## src/rtl/data_buf_window_ctrl_pkg.sv

```systemverilog
// Shared FSM state type and width helper for the convolution window controller.
package conv_pkg;

    typedef enum logic [2:0] {IDLE, LOAD, SETTLE, SCAN, DONE} state_t;

    // Bits needed to hold 0..v-1, never less than one.
    function automatic int unsigned clog2(input int unsigned v);
        int unsigned w;
        w = 1;
        while ((32'd1 << w) < v) w++;
        return w;
    endfunction

endpackage

```

## src/rtl/data_buf_window_ctrl_window_addr_gen.sv

```systemverilog
// Combinational K x K read-address fan-out: row_base + c + kr*IMG_W + kc for every port.
module window_addr_gen #(
    parameter int unsigned IMG_W      = 28,
    parameter int unsigned K          = 5,
    parameter int unsigned ADDR_WIDTH = 32,
    parameter int unsigned CW         = 5
) (
    input  logic [ADDR_WIDTH-1:0]     row_base,
    input  logic [CW-1:0]             c,
    output logic [K*K*ADDR_WIDTH-1:0] rd_addr
);

    for (genvar kr = 0; kr < K; kr++) begin : g_row
        for (genvar kc = 0; kc < K; kc++) begin : g_col
            localparam int unsigned OFF = kr * IMG_W + kc;
            assign rd_addr[(kr*K+kc)*ADDR_WIDTH +: ADDR_WIDTH] =
                row_base + ADDR_WIDTH'(c) + ADDR_WIDTH'(OFF);
        end
    end

endmodule

```

## src/rtl/data_buf_window_ctrl.sv

```systemverilog
// Loads one feature map into the multi-port buffer, then walks every K x K window
// and hands each one to the convolution core over a valid/ready handshake.
module data_buf_window_ctrl
    import conv_pkg::*;
#(
    parameter int unsigned IMG_W      = 28,
    parameter int unsigned IMG_H      = 28,
    parameter int unsigned K          = 5,
    parameter int unsigned WIDTH      = 16,
    parameter int unsigned ADDR_WIDTH = 32,
    parameter int unsigned BASE_ADDR  = 0
) (
    input  logic                       clk,
    input  logic                       rst_n,
    input  logic                       start,
    output logic                       busy,
    output logic                       done,
    input  logic                       pix_valid,
    input  logic [WIDTH-1:0]           pix_data,
    output logic                       pix_ready,
    output logic                       buf_wr_en,
    output logic [ADDR_WIDTH-1:0]      buf_wr_addr,
    output logic [WIDTH-1:0]           buf_wr_data,
    output logic [K*K*ADDR_WIDTH-1:0]  buf_rd_addr,
    output logic                       win_valid,
    input  logic                       win_ready,
    output logic [15:0]                win_row,
    output logic [15:0]                win_col,
    output logic                       win_last
);

    localparam int unsigned NP    = K * K;
    localparam int unsigned N_PIX = IMG_W * IMG_H;
    localparam int unsigned OUT_W = IMG_W - K + 1;
    localparam int unsigned OUT_H = IMG_H - K + 1;
    localparam int unsigned PW    = clog2(N_PIX);
    localparam int unsigned CW    = clog2(OUT_W);
    localparam int unsigned RW    = clog2(OUT_H);
    localparam logic [ADDR_WIDTH-1:0] BASE = ADDR_WIDTH'(BASE_ADDR);

    state_t                  state;
    logic [PW-1:0]           pix_idx;
    logic [CW-1:0]           c, c_nxt;
    logic [RW-1:0]           r, r_nxt;
    logic [ADDR_WIDTH-1:0]   row_base, row_base_nxt;
    logic [NP*ADDR_WIDTH-1:0] addr_nxt;
    logic                    pix_acc, last_nxt;

    assign pix_acc = pix_valid && pix_ready;

    // Next window position; outside SCAN this is the first window, loaded in SETTLE.
    always_comb begin
        c_nxt        = c + CW'(1);
        r_nxt        = r;
        row_base_nxt = row_base;
        if (state != SCAN) begin
            c_nxt        = '0;
            r_nxt        = '0;
            row_base_nxt = BASE;
        end else if (c == CW'(OUT_W - 1)) begin
            c_nxt        = '0;
            r_nxt        = r + RW'(1);
            row_base_nxt = row_base + ADDR_WIDTH'(IMG_W);
        end
        last_nxt = (r_nxt == RW'(OUT_H - 1)) && (c_nxt == CW'(OUT_W - 1));
    end

    window_addr_gen #(
        .IMG_W      (IMG_W),
        .K          (K),
        .ADDR_WIDTH (ADDR_WIDTH),
        .CW         (CW)
    ) u_addr_gen (
        .row_base (row_base_nxt),
        .c        (c_nxt),
        .rd_addr  (addr_nxt)
    );

    always_ff @(posedge clk or negedge rst_n) begin
        if (!rst_n) begin
            state       <= IDLE;
            busy        <= 1'b0;
            done        <= 1'b0;
            pix_ready   <= 1'b0;
            buf_wr_en   <= 1'b0;
            buf_wr_addr <= '0;
            buf_wr_data <= '0;
            buf_rd_addr <= '0;
            win_valid   <= 1'b0;
            win_row     <= '0;
            win_col     <= '0;
            win_last    <= 1'b0;
            pix_idx     <= '0;
            c           <= '0;
            r           <= '0;
            row_base    <= BASE;
        end else begin
            buf_wr_en <= 1'b0;
            done      <= 1'b0;
            unique case (state)
                IDLE: begin
                    if (start) begin
                        state     <= LOAD;
                        busy      <= 1'b1;
                        pix_ready <= 1'b1;
                        pix_idx   <= '0;
                    end
                end
                LOAD: begin
                    if (pix_acc) begin
                        buf_wr_en   <= 1'b1;
                        buf_wr_addr <= BASE + ADDR_WIDTH'(pix_idx);
                        buf_wr_data <= pix_data;
                        pix_idx     <= pix_idx + PW'(1);
                        if (pix_idx == PW'(N_PIX - 1)) begin
                            pix_ready <= 1'b0;
                            state     <= SETTLE;
                        end
                    end
                end
                // Last write commits this cycle; first window addresses go out next.
                SETTLE: begin
                    state       <= SCAN;
                    c           <= c_nxt;
                    r           <= r_nxt;
                    row_base    <= row_base_nxt;
                    buf_rd_addr <= addr_nxt;
                    win_row     <= 16'(r_nxt);
                    win_col     <= 16'(c_nxt);
                    win_last    <= last_nxt;
                end
                SCAN: begin
                    if (!win_valid) begin
                        win_valid <= 1'b1;
                    end else if (win_ready) begin
                        win_valid <= 1'b0;
                        if (win_last) begin
                            state    <= DONE;
                            done     <= 1'b1;
                            busy     <= 1'b0;
                            win_last <= 1'b0;
                        end else begin
                            c           <= c_nxt;
                            r           <= r_nxt;
                            row_base    <= row_base_nxt;
                            buf_rd_addr <= addr_nxt;
                            win_row     <= 16'(r_nxt);
                            win_col     <= 16'(c_nxt);
                            win_last    <= last_nxt;
                        end
                    end
                end
                DONE: state <= IDLE;
                default: state <= IDLE;
            endcase
        end
    end

endmodule

```

## config.mk

```make
export PLATFORM = sky130hd
export DESIGN_NAME = data_buf_window_ctrl
export DESIGN_NICKNAME = d
export VERILOG_FILES = /design/src/rtl/data_buf_window_ctrl_pkg.sv /design/src/rtl/data_buf_window_ctrl_window_addr_gen.sv /design/src/rtl/data_buf_window_ctrl.sv
export SDC_FILE = /design/constraint.sdc
export NUM_CORES = 2
export LEC_CHECK = 0
export CORE_ASPECT_RATIO = 1.1
export CORE_MARGIN = 2
export CORE_UTILIZATION = 34
export CTS_BUF_LIST = sky130_fd_sc_hd__clkbuf_2
export DETAILED_ROUTE_END_ITERATION = 10
export PLACE_DENSITY = 0.66
export REMOVE_ABC_BUFFERS = 1
export SLEW_MARGIN = 25
export SYNTH_ARGS = -nofsm -noshare
export SYNTH_HDL_FRONTEND = slang
export SYNTH_SLANG_ARGS = --single-unit
```

## constraint.sdc

```tcl
create_clock -name clk -period 11.2 [get_ports clk]
set_input_delay 1.68 -clock clk [delete_from_list [all_inputs] [get_ports clk]]
set_output_delay 1.68 -clock clk [all_outputs]
set_load 0.02 [all_outputs]
```

# Yosys cells after proc, flatten, opt, wreduce, memory -nomap -nowiden
# Cells that the tools add are included.
# Widths: inputs -> output; s select.
# word_totals
ff_bits	919
input_bits	21
out_inout_bits	886
# op_classes
add_sub_neg	29
eq_ne	15
mux	60
reduce_logical	13
# op_table
cell	n
$mux 800	3
$pmux 800 s2	1
$add 32x7->32 const B	10
$add 32x6->32 const B	6
$add 32x5->32 const B	5
$mux 32	5
$mux 16	6
$add 32x2->32 const B	2
$pmux 16 s2	2
$pmux 32 s2	1
$mux 5	10
$add 32x1->32 const B	1
$add 32x3->32 const B	1
$add 32x5->32	1
$mux 10	2
$pmux 10 s2	1
$pmux 5 s2	2
$mux 3	6
$mux 1	17
$eq 5x5->1 const B	3
$ne 2x2->1 const B	7
$pmux 3 s4	1
$add 10x1->10 const B	1
$add 5x1->5 const B	2
other kinds (13)	21

# Depth between registers and ports, before layout
# depth
word_depth	9
mapped_depth	26
mapped_depth_nobuf	20

# Hierarchy
# Synthesis repeated with hierarchy kept, for this count alone.
# unflattened
cells_unflattened	5846
area_unflattened_um2	46801.1
# by_module_without_submodules
mod	instances	cells_each	area_per_inst_um2	seq_area_each_um2
data_buf_window_ctrl	1	3931	34652.0	22196.3
window_addr_gen	1	1915	12149.2	0.0

# Least setup slack after synthesis
# OpenSTA, ideal clock, no wires.
# synth_path
kind	flip-flop to flip-flop
startpoint	register state[1]
endpoint	register buf_rd_addr[797]
arrival_time_ps	6192
required_ps	11074
path_slack_ps	4882
path_stages_with_launch	26
path_cell_list	dfrtp_1 -> clkbuf_1 -> and3b_1 -> clkbuf_1 -> clkbuf_1 -> clkbuf_1 -> buf_1 -> and2_1 -> ha_1 -> fa_1 -> a21o_1 -> a311o_1 -> o21a_1 -> xnor2_1 -> inv_1 -> clkbuf_1 -> buf_1 -> clkbuf_1 -> ha_1 -> nand2_1 -> and2_1 -> o21ai_1 -> nand2_1 -> or3_1 -> or3_1 -> a221o_1
# synth_via
elab_chain_cells	8
# synth_rtl
item	line	rtl
from (decl)	data_buf_window_ctrl.sv:41	state_t state;
from (signal assigned)	data_buf_window_ctrl.sv:81	state <= IDLE;
from (signal assigned)	data_buf_window_ctrl.sv:103	state <= LOAD;
from (signal assigned)	data_buf_window_ctrl.sv:117	state <= SETTLE;
$ne 3x2->1 (*)	data_buf_window_ctrl.sv:56	if (state != SCAN) begin
$mux 32 (*)	data_buf_window_ctrl.sv:56	
net row_base_nxt[0]	data_buf_window_ctrl.sv:45	logic [ADDR_WIDTH-1:0] row_base, row_base_nxt;
$add 32x5->32 (*)	data_buf_window_ctrl_window_addr_gen.sv:17	row_base + ADDR_WIDTH'(c) + ADDR_WIDTH'(OFF);
$add 32x7->32 (*)	data_buf_window_ctrl_window_addr_gen.sv:17	
$mux 800	data_buf_window_ctrl.sv:137	if (win_last) begin
$mux 800	data_buf_window_ctrl.sv:135	end else if (win_ready) begin
$mux 800	data_buf_window_ctrl.sv:133	if (!win_valid) begin
$pmux 800 s2 (*)	data_buf_window_ctrl.sv:100	unique case (state)
to (signal assigned)	data_buf_window_ctrl.sv:127	buf_rd_addr <= addr_nxt;
to (signal assigned)	data_buf_window_ctrl.sv:146	buf_rd_addr <= addr_nxt;
to (decl)	data_buf_window_ctrl.sv:24	output logic [K*K*ADDR_WIDTH-1:0] buf_rd_addr,
# The timed path passes the listed nets; every way through them passes the cells marked *. The select of a mux whose other input is x is not followed.
# A chain may end at the register's enable or synchronous reset.

# Worst setup path after layout
# layout_path
startpoint	register c[0]
endpoint	register buf_rd_addr[179]
# layout_via
elab_chain_cells	9
# layout_rtl
item	line	rtl
from (decl)	data_buf_window_ctrl.sv:43	logic [CW-1:0] c, c_nxt;
from (signal assigned)	data_buf_window_ctrl.sv:124	c <= c_nxt;
from (signal assigned)	data_buf_window_ctrl.sv:143	c <= c_nxt;
$add 5x1->5 or $eq 5x5->1 (tied branches)	data_buf_window_ctrl.sv:53, data_buf_window_ctrl.sv:60	
$mux 5 (*)	data_buf_window_ctrl.sv:60	end else if (c == CW'(OUT_W - 1)) begin
$mux 5 (*)	data_buf_window_ctrl.sv:56	
net c_nxt[1]	data_buf_window_ctrl.sv:43	
$add 32x5->32 (*)	--	
net addr_nxt[5]	data_buf_window_ctrl.sv:46	logic [NP*ADDR_WIDTH-1:0] addr_nxt;
$add 32x5->32 (*)	data_buf_window_ctrl_window_addr_gen.sv:17	
$mux 800	data_buf_window_ctrl.sv:137	
$mux 800	data_buf_window_ctrl.sv:135	
$mux 800	data_buf_window_ctrl.sv:133	
$pmux 800 s2 (*)	data_buf_window_ctrl.sv:100	
# Marks and branches as above.

==> results_tabular.tex <==
\begin{tabular}{lr}
\hline
Metric & Value \\
\hline
\multicolumn{2}{l}{\textbf{Placement}} \\
\quad Worst slack, placed & 3.62 ns \\
\quad HPWL reported at the end of detailed placement & approximately 140 mm \\
\quad \# port buffers & about 860 \\
\quad Post-Place Cell Area & between 50000 and 60000 µm² \\
\quad Final Wtd Congestion & roughly 0.9 \\
\multicolumn{2}{l}{\textbf{Synth}} \\
\quad Share of synthesized area occupied by flip-flops and latches & 0.478 \\
\quad Post-synth top area share & 0.478 \\
\quad Total standard cell area after synthesis & 42600 µm² \\
\quad Number of warnings reported in the yosys synthesis log & 0 \\
\quad Synth Area per Inst & around 8.9 µm² \\
\quad Count of unique library cells instantiated by Yosys & 80 \\
\quad Dominant combinational cell family by area after synthesis & simple AND/OR/NAND/NOR gates \\
\quad Most frequent cell after synthesis & sky130\_fd\_sc\_hd\_\_nand2\_1 \\
\quad Gate count after technology mapping & around 4800 \\
\quad Cells taking the most area after synthesis & sky130\_fd\_sc\_hd\_\_dfrtp\_1 (48\%), sky130\_fd\_sc\_hd\_\_nand2\_1 (8.7\%), sky130\_fd\_sc\_hd\_\_xnor2\_1 (7.9\%), sky130\_fd\_sc\_hd\_\_o21ai\_0 (6.7\%), sky130\_fd\_sc\_hd\_\_clkbuf\_1 (3.0\%) \\
\quad Simple-gate area share of the yosys netlist & 0.196 \\
\quad Post-synth ARST share & 1.00 \\
\quad Multiplexer share of the synthesized area & 0.00579 \\
\quad Yosys top cell by area & sky130\_fd\_sc\_hd\_\_dfrtp\_1 \\
\quad EDFF count, synth & 0 \\
\quad Compound-gate portion of the synthesized area & 0.148 \\
\quad Most instantiated cells after synthesis & sky130\_fd\_sc\_hd\_\_nand2\_1 (984), sky130\_fd\_sc\_hd\_\_dfrtp\_1 (813), sky130\_fd\_sc\_hd\_\_o21ai\_0 (574) \\
\quad Yosys reg bits & 813 \\
\quad Predominant post-synthesis flop cell & sky130\_fd\_sc\_hd\_\_dfrtp\_1 \\
\quad Post-synthesis adder-cell area fraction & 0.0107 \\
\quad Xor and xnor area share after synthesis & 0.105 \\
\multicolumn{2}{l}{\textbf{Die}} \\
\quad Initial Utilization & 0.342 \\
\quad Die width & between 300 and 400 µm \\
\quad I/O pin count & 907 \\
\quad Area of the die & about 130000 µm² \\
\quad Die Height & between 300 and 400 µm \\
\quad Row Count & about 140 \\
\quad Placeable Area & roughly 120000 µm² \\
\multicolumn{2}{l}{\textbf{Clocking}} \\
\quad Total number of H-tree levels & 4 \\
\quad Clk Latency, worst-skew pair & $\sim$1.8 ns \\
\quad Sink count of the clock tree & between 800 and 900 \\
\quad Clock transition at path regs & $\sim$0.090 ns \\
\quad Count of cells resized by post-cts repair & 0 \\
\quad Post-cts hold buffer count & 1 \\
\quad \# Post-CTS Setup Buffers & 0 \\
\quad Number of buffers added by the clock tree synthesis step & between 200 and 250 \\
\quad Buffer depth of the longest clock path & 3 \\
\quad TritonCTS clock tree & done \\
\quad Cell at the root of the clock tree & sky130\_fd\_sc\_hd\_\_clkbuf\_2 \\
\multicolumn{2}{l}{\textbf{Pwr}} \\
\quad Worst VDD drop & roughly 0.16 mV \\
\quad Power per cell area & around 220 nW/µm² \\
\quad Leakage component of the power & between 20 and 25 nW \\
\multicolumn{2}{l}{\textbf{Worst setup path}} \\
\quad Critical path fanouts, max & 29 \\
\quad CP Data Arrival Time & 8.87 ns \\
\quad Type of element capturing the critical path & register \\
\quad Kind of critical path & reg2reg \\
\quad Startpoint type of the worst setup path & register \\
\quad Required time of the worst setup path & 12.69 ns \\
\multicolumn{2}{l}{\textbf{Finish}} \\
\quad Syn-to-layout area delta & 27.6\% \\
\quad Footprint of the multi-input gates & a little over 20000 µm² \\
\quad Final Instance Area & about 54000 µm² \\
\quad Count of filler cells inserted in the layout & 12300 \\
\quad Share of cells above drive strength 1 & 0.0935 \\
\quad Final core area utilization & 0.436 \\
\quad Final \#Nets & 5598 \\
\quad Storage element area & 20300 µm² \\
\multicolumn{2}{l}{\textbf{STA}} \\
\quad Maximum achievable frequency & approximately 140 MHz \\
\quad Worst slew pin tran & between 1 and 1.5 ns \\
\quad Number of hold-slack violations in the final timing report & 0 \\
\quad Worst slew margin & 0.210 \\
\quad Final-layout setup total negative slack & 0 ns \\
\quad Final critical path time including I/O delays and setup & approximately 7.4 ns \\
\quad Count of final setup violators & 0 \\
\quad Maximum clock skew at final layout & between 0.2 and 0.25 ns \\
\quad Setup repair after global routing missed its margin & no \\
\quad Final Max Slew Viols & 0 \\
\quad Worst setup margin & 3.82 ns \\
\quad Ratio of final minimum period to clock period & 0.659 \\
\multicolumn{2}{l}{\textbf{Outcome}} \\
\quad Status & completed \\
\multicolumn{2}{l}{\textbf{Detailed routing}} \\
\quad Total Wirelength & approximately 190 mm \\
\quad 1st-pass router iterations & 6 \\
\quad Drc violations & 0 \\
\quad Per-cell via count in the routed design & 5.37 \\
\quad Antenna Violating Nets Remaining & 0 \\
\quad Post-DR wirelength/cell & around 26 µm \\
\quad First-iteration detailed-routing DRC count & roughly 3400 \\
\quad Vias & $\sim$40000 \\
\multicolumn{2}{l}{\textbf{Worst hold path}} \\
\quad Path type of the worst min-delay path & reg2reg \\
\multicolumn{2}{l}{\textbf{Global routing}} \\
\quad Remaining Overflow, GRT & 0 \\
\quad Global-route wire length before repair & between 200 and 300 mm \\
\quad Largest net degree at the start of global routing & between 200 and 250 \\
\quad Via count of the first global-routing pass & $\sim$38000 \\
\quad Overall fraction of global-route tracks in use & 0.288 \\
\quad Initial antenna violation count & 3 \\
\multicolumn{2}{l}{\textbf{Job}} \\
\quad Max-cap violations & 0 \\
\hline
\end{tabular}
[power by group]
group	internal, mW	total [mW]	switching (mW)	leakage [nW]
Combinational	2.02	5.66	3.65	9.68
Sequential	3.48	3.94	0.455	10.8
Clock	0.839	2.22	1.38	1.50
Total	6.34	11.8	5.48	22.0
[state kept, by name, summed over array words and instances (netlist names), 3 cells and up]
register,count
win_row,5
pix_idx,10
c,5
buf_wr_addr,10
buf_wr_data,16
buf_rd_addr,726
state,3
row_base,32
[cells in the final DEF (no fill, tap or decap), types with 32 or more instances in the layout]
cell type,synthesis,final
sky130_fd_sc_hd__a22oi_1,51,50
sky130_fd_sc_hd__o211ai_1,63,63
sky130_fd_sc_hd__dfrtp_1,813,813
sky130_fd_sc_hd__o21ai_0,574,571
sky130_fd_sc_hd__a221o_1,39,39
sky130_fd_sc_hd__xnor2_1,383,364
sky130_fd_sc_hd__ha_1,35,35
sky130_fd_sc_hd__o31ai_1,32,32
sky130_fd_sc_hd__nor2_1,295,290
sky130_fd_sc_hd__conb_1,1,44
sky130_fd_sc_hd__nor4_1,46,46
sky130_fd_sc_hd__nand2_1,984,982
sky130_fd_sc_hd__clkinv_1,2,42
sky130_fd_sc_hd__clkbuf_2,0,311
sky130_fd_sc_hd__clkdlybuf4s50_1,0,861
sky130_fd_sc_hd__nand4_1,83,83
sky130_fd_sc_hd__buf_4,118,102
sky130_fd_sc_hd__a21oi_1,97,95
sky130_fd_sc_hd__nand3_1,153,153
sky130_fd_sc_hd__nor3_1,98,95
sky130_fd_sc_hd__or3_1,69,69
sky130_fd_sc_hd__xor2_1,122,116
sky130_fd_sc_hd__o311ai_0,35,35
[critical path: stages (launching register included)]
cell and delay [ns]:
sky130_fd_sc_hd__dfrtp_1 0.44, sky130_fd_sc_hd__ha_1 0.25, sky130_fd_sc_hd__nand4b_1 0.66, sky130_fd_sc_hd__nand3_1 0.39, sky130_fd_sc_hd__inv_1 0.13, sky130_fd_sc_hd__ha_1 0.33, sky130_fd_sc_hd__a211oi_1 0.26, sky130_fd_sc_hd__o21bai_1 0.11
sky130_fd_sc_hd__a21oi_1 0.57, sky130_fd_sc_hd__xnor2_2 0.09, sky130_fd_sc_hd__buf_4 0.31, sky130_fd_sc_hd__inv_1 0.41, sky130_fd_sc_hd__ha_1 0.77, sky130_fd_sc_hd__inv_1 0.26, sky130_fd_sc_hd__nor3_1 0.83, sky130_fd_sc_hd__and2_1 0.64
sky130_fd_sc_hd__nand3_1 0.32, sky130_fd_sc_hd__nor3_1 0.25, sky130_fd_sc_hd__xnor2_1 0.15, sky130_fd_sc_hd__o21ai_0 0.08
[logic make-up after synthesis]
logic type	after synthesis
flops	813
compound gates	1036
simple gates	1866
mux	23
fa+ha+maj	36
xor+xnor	507
buf+inv	527
other cells	1
[per-stage QoR]
stage	std cells	power, mW	hold slack (ns)
final	7362	11.8	0.475
after global routing	7357	12.4	0.413
after CTS	7356	11.9	0.304
after detailed placement	6978	9.62	0.461
after global placement	6978	9.57	0.457
after floorplan	4353	6.69	0.449
[final cells by class]
cell class                 instances  share of cell area
tap                             1656              0.0381
clock buffer                     311              0.0286
antenna                            6            0.000276
inverter                          28             0.00193
timing repair buffer             970               0.175
clock inverter                    66             0.00762
multi-input combinational       3512               0.375
sequential                       813               0.374
[worst paths after layout]
check	depth (start not counted)	from	slack, ns	to
max reg2reg	19	c[0]$_DFFE_PN0P_	3.82	buf_rd_addr[179]$_DFFE_PN0P_
max	19	c[0]$_DFFE_PN0P_	3.82	buf_rd_addr[179]$_DFFE_PN0P_
max in group asynchronous	4	rst_n	8.29	buf_rd_addr[583]$_DFFE_PN0P_
min	2	buf_wr_addr[3]$_DFFE_PN0P_	0.48	buf_wr_addr[3]$_DFFE_PN0P_
min reg2reg	2	buf_wr_addr[3]$_DFFE_PN0P_	0.48	buf_wr_addr[3]$_DFFE_PN0P_
min in group asynchronous	2	rst_n	0.55	buf_rd_addr[46]$_DFFE_PN0P_
[metal layers]
| layer | GRT usage | routed length [µm] | vias up |
|---|---|---|---|
| met5 | 0 | 0 | - |
| met4 | 0.158 | 11200 | 0 |
| met3 | 0.0910 | 17800 | 450 |
| met2 | 0.459 | 87400 | 2014 |
| met1 | 0.345 | 72200 | 19200 |
| li1 | - | - | 17900 |
Power figures use the tool's default switching activity.
